[config.mk]
export PLATFORM = sky130hd
export DESIGN_NAME = apb_req_arbiter
export DESIGN_NICKNAME = d
export VERILOG_FILES = /design/src/rtl/apb_req_arbiter.sv
export SDC_FILE = /design/constraint.sdc
export NUM_CORES = 1
export LEC_CHECK = 0
export CAP_MARGIN = 10
export CORE_ASPECT_RATIO = 0.5
export CORE_MARGIN = 2
export CORE_UTILIZATION = 37
export CTS_CLUSTER_DIAMETER = 120
export DETAILED_ROUTE_END_ITERATION = 6
export PLACE_DENSITY = 0.83
export SLEW_MARGIN = 20
export SYNTH_ARGS = -nofsm -noshare
export SYNTH_HDL_FRONTEND = slang
export SYNTH_SLANG_ARGS = --single-unit
[constraint.sdc]
create_clock -name clk -period 2.3 [get_ports clk]
set_input_delay 0.46 -clock clk [delete_from_list [all_inputs] [get_ports clk]]
set_output_delay 0.46 -clock clk [all_outputs]
set_load 0.02 [all_outputs]
[src/rtl/apb_req_arbiter.sv]
// apb_req_arbiter: round-robin arbiter sharing one APB master port among NUM_REQ requesters
module apb_req_arbiter #(
  parameter int addrWidth = 8,
  parameter int dataWidth = 32,
  parameter int NUM_REQ   = 4,
  parameter int TIMEOUT   = 16
) (
  input  logic                           clk,
  input  logic                           rst_n,
  input  logic [NUM_REQ-1:0]             req,
  input  logic [NUM_REQ-1:0]             req_write,
  input  logic [NUM_REQ*addrWidth-1:0]   req_addr,
  input  logic [NUM_REQ*dataWidth-1:0]   req_wdata,
  output logic [NUM_REQ-1:0]             grant,
  output logic [NUM_REQ-1:0]             done,
  output logic                           err,
  output logic [dataWidth-1:0]           rdata,
  output logic                           busy,
  output logic [addrWidth-1:0]           paddr,
  output logic                           pwrite,
  output logic                           psel,
  output logic                           penable,
  output logic [dataWidth-1:0]           pwdata,
  input  logic                           pready,
  input  logic [dataWidth-1:0]           prdata
);
  localparam int PW = $clog2(NUM_REQ);
  localparam int CW = (TIMEOUT > 1) ? $clog2(TIMEOUT) : 1;
  typedef enum logic [1:0] {IDLE, SETUP, ACCESS} state_t;
  state_t state;
  logic [PW-1:0] ptr, own, win;
  logic [CW-1:0] cnt;
  logic timed_out;
  function automatic logic [PW-1:0] wrap(input int v);
    return (v >= NUM_REQ) ? PW'(v - NUM_REQ) : PW'(v);
  endfunction
  // Scan downward so the requester closest to ptr is written last and wins.
  always_comb begin
    win = '0;
    for (int i = NUM_REQ - 1; i >= 0; i--)
      if (req[wrap(int'(ptr) + i)]) win = wrap(int'(ptr) + i);
  end
  assign timed_out = (TIMEOUT != 0) && (cnt == CW'(TIMEOUT - 1));
  assign busy = (state != IDLE);
  always_ff @(posedge clk or negedge rst_n) begin
    if (!rst_n) begin
      state   <= IDLE;
      ptr     <= '0;
      own     <= '0;
      cnt     <= '0;
      grant   <= '0;
      done    <= '0;
      err     <= 1'b0;
      rdata   <= '0;
      paddr   <= '0;
      pwrite  <= 1'b0;
      psel    <= 1'b0;
      penable <= 1'b0;
      pwdata  <= '0;
    end else begin
      done <= '0;
      err  <= 1'b0;
      case (state)
        IDLE: if (|req) begin
          paddr   <= req_addr[int'(win)*addrWidth +: addrWidth];
          pwdata  <= req_wdata[int'(win)*dataWidth +: dataWidth];
          pwrite  <= req_write[win];
          psel    <= 1'b1;
          penable <= 1'b0;
          grant   <= NUM_REQ'(1) << win;
          own     <= win;
          ptr     <= wrap(int'(win) + 1);
          state   <= SETUP;
        end
        SETUP: begin
          penable <= 1'b1;
          cnt     <= '0;
          state   <= ACCESS;
        end
        ACCESS: begin
          if (!pready) cnt <= cnt + 1'b1;
          if (pready || timed_out) begin
            if (pready && !pwrite) rdata <= prdata;
            done    <= NUM_REQ'(1) << own;
            err     <= !pready;
            psel    <= 1'b0;
            penable <= 1'b0;
            grant   <= '0;
            state   <= IDLE;
          end
        end
        default: state <= IDLE;
      endcase
    end
  end
endmodule
==> impl_metrics.toml <==
[timing]
worst_pin_slew_ns = 0.5381
period_minus_slack_ns = 2.143
skew_ns = 0.009064
setup_violations = 0
slew_headroom_pct = 63.20
post-route-period-util_pct = 93.17
hold_viol = 0
setup_tns_ns = 0
maxSlewViolCount = 0
grt_setup_unrepaired = "no"
clock.fmax_mhz = 466.7

[clock_tree]
clock-root-buffer = "clkbuf_16"
cts_tree = "yes"
clk_latency_ns = 0.34
cts_sinks = 94
cts_buffers = 9
ctsResizeCount = 0
post_cts_buffers = 0
ctsHoldBuffers = 0
htree_num_levels = 3
clk_pin_slew_worst_paths_ns = 0.07
clock_path_buffers = 2

[floorplanning]
ios = 288
rows = 30
coreArea_mm2 = 0.01348
die-area_mm2 = 0.01475
die_w_um = 169.8
fp.dieH_um = 86.89
start_util_pct = 37.73

[global_routing]
grt_first_pass_wirelength_um = 27390
overflow = 0
grt_usage_pct = 23.83
antenna_found_initial = 0
grt_pass1_vias = 5112
grt_start_max_net_pins = 43

[placement]
dpl.hpwl_um = 13790
gp_congestion = 0.9798
placed_area_mm2 = 0.008264
dp.cells = 901
io_buffers = 287

[synthesis]
yosysWarningCount = 0
syn_area_mm2 = 0.005084
postSynthAreaPerCell_um2 = 11.40
synth-seq-area-share_pct = 46.27
synth_nets = 650
netlist_instances = 446
synth_seq_cells = 94
synthDistinctLibCells = 43

[setup_path]
reg2reg_from = "ptr[1]"
crit_chain = "clkdlybuf4s50_1 -> nor2_1 -> a21oi_2 -> nand4_4 -> buf_12 -> a2111oi_0 -> a211oi_1"
critPathMaxFanout = 27
arrival_ns = 2.33
reg2reg_depth = 6
critPathBufInv = 2
start_kind = "primary input"
crit_type = "in2reg"
critical_path.slowest_cell = "clkdlybuf4s50_1"
required_ns = 2.49
r2r-end = "pwdata[22]"
r2r_slack_ns = 0.27
cp-end-kind = "register"
cpLargestDelayFamily = "compound AO/OA/AOI/OAI gates"
max_stage_delay_ns = 0.58

[route]
drc = 0
wire_per_inst_um = 19.23
drt_wl_total_um = 17630
vias_per_cell = 5.362
drtIter0Drc = 270
drtPass1Iterations = 5
drtAntennaViolNets = 0
route.vias.total = 4917

[layout]
n_fill_cell = 1034
antenna_cells = 0
final_cell_mix = "286 x clkdlybuf4s50_1, 94 x dfrtp_1, 48 x nor2_1"
ff_latch_area_mm2 = 0.002352
mostFrequentLayoutCell = "clkdlybuf4s50_1"
nets = 940
area_growth_syn_to_layout_pct = 68.35
drive_gt1_share_pct = 12.55
fin_util_pct = 63.51
stdcell_area_mm2 = 0.008558
final_cells = 917
multi_input_area_mm2 = 0.002419

[status]
status = "completed"

[pwr]
power.clock.fraction_pct = 14.1
p_leak_nw = 3.526
switching_share_pct = 41.13
p_per_area_mw_per_mm2 = 1206
cell_internal_pwr_mw = 6.074
comb_power_share_pct = 57.7
power_switching_mw = 4.244
total_power_mw = 10.32
max-vdd-ir-drop_mv = 0.7271
pwr-share-seq_pct = 28.2

[job]
maxCapViolCount = 0

[worst_hold_path]
min_path_type = "in2async"
cell type report:
class / count / share of cell area, %
inverter: 4 / 0.1754
multi-input combinational: 305 / 28.26
clock buffer: 9 / 2.632
clock inverter: 7 / 0.8041
timing repair buffer: 322 / 38.07
sequential: 94 / 27.49
tap: 176 / 2.573
state kept, by name (all words and copies together), names as in the netlist:
name,flops
done,4
penable,1
pwdata,32
grant,4
rdata,32
ptr,2
paddr,8
err,1
pwrite,1
cnt,4
state,2
own,2
psel,1
routing by layer:
layer  routed length, um  vias up  track usage, %  share of wire (%)
met3                 818       32           3.498                4.6
met1                7099     2430           30.44                 40
met2                9254      170           42.23                 52
li1                    -     2285               -                  -
met5                   0        -               0                  0
met4                 461        0           7.848                2.6
power groups by stage:
stage	combinational, mW	sequential (mW)	clock (mW)
floorplan	2.50	3.69	0
global route	6.35	3.01	1.56
finish	5.95	2.91	1.45
CTS	5.96	2.91	1.49
global placement	5.81	2.91	0
detailed placement	5.94	2.94	0
worst max path at each step:
stage,startpoint,to,depth (start not counted)
final,req[3],pwdata[22],7
after global placement,req[3],pwdata[22],7
after global routing,req[3],pwdata[19],7
after detailed placement,req[3],pwdata[22],7
after floorplan,pready,rdata[19],4
after CTS,req[3],pwdata[22],7
kinds of logic (layout without fill, tap and decap cells):
group                    after synthesis  in the layout  synth area share (%)
adder cells (fa/ha/maj)                1              1                0.2461
multiplexers                          74             74                 15.43
buffers and inverters                 47            342                 6.350
AO/OA/AOI/OAI                        107            107                 18.53
flip-flops                            94             94                 46.27
XOR/XNOR                               1              1                0.1723
AND/OR/NAND/NOR                      122            122                 13.00
cell usage after synthesis, drive strengths merged:
cell type	number	area, um^2
dfrtp	94	2352
nor2	48	180.2
and3	44	275.3
mux2i	42	424.2
a2111oi	41	442.9
a211oi	41	307.8
mux2	32	360.4
buf	28	251.5
clkbuf	15	56.30
nand2	10	45.04
a21oi	7	38.79
o21ai	7	35.03
inv	4	15.01
nor3	4	20.02
a21o	3	30.02
a32o	3	30.03
nand3	3	15.01
nor3b	3	22.52
o211ai	3	22.52
and2	2	12.51
nand4b	2	17.52
nor4b	2	23.77
a2bb2oi	1	26.28
ha	1	12.51
nand2b	1	13.76
nand3b	1	7.510
nand4	1	21.27
o2bb2ai	1	8.760
or2	1	6.260
xnor2	1	8.760
stage by stage:
| step | hold WS (ns) | setup WS, ns |
|---|---|---|
| detailed placement | 0.3728 | -0.2081 |
| global route | 0.01084 | 0.04785 |
| floorplan | 0.1644 | 0.5158 |
| CTS | 0.004026 | 0.1491 |
| global placement | 0.3670 | -0.1345 |
| finish | 0.006523 | 0.1572 |
(Power assumes the default switching activity.)
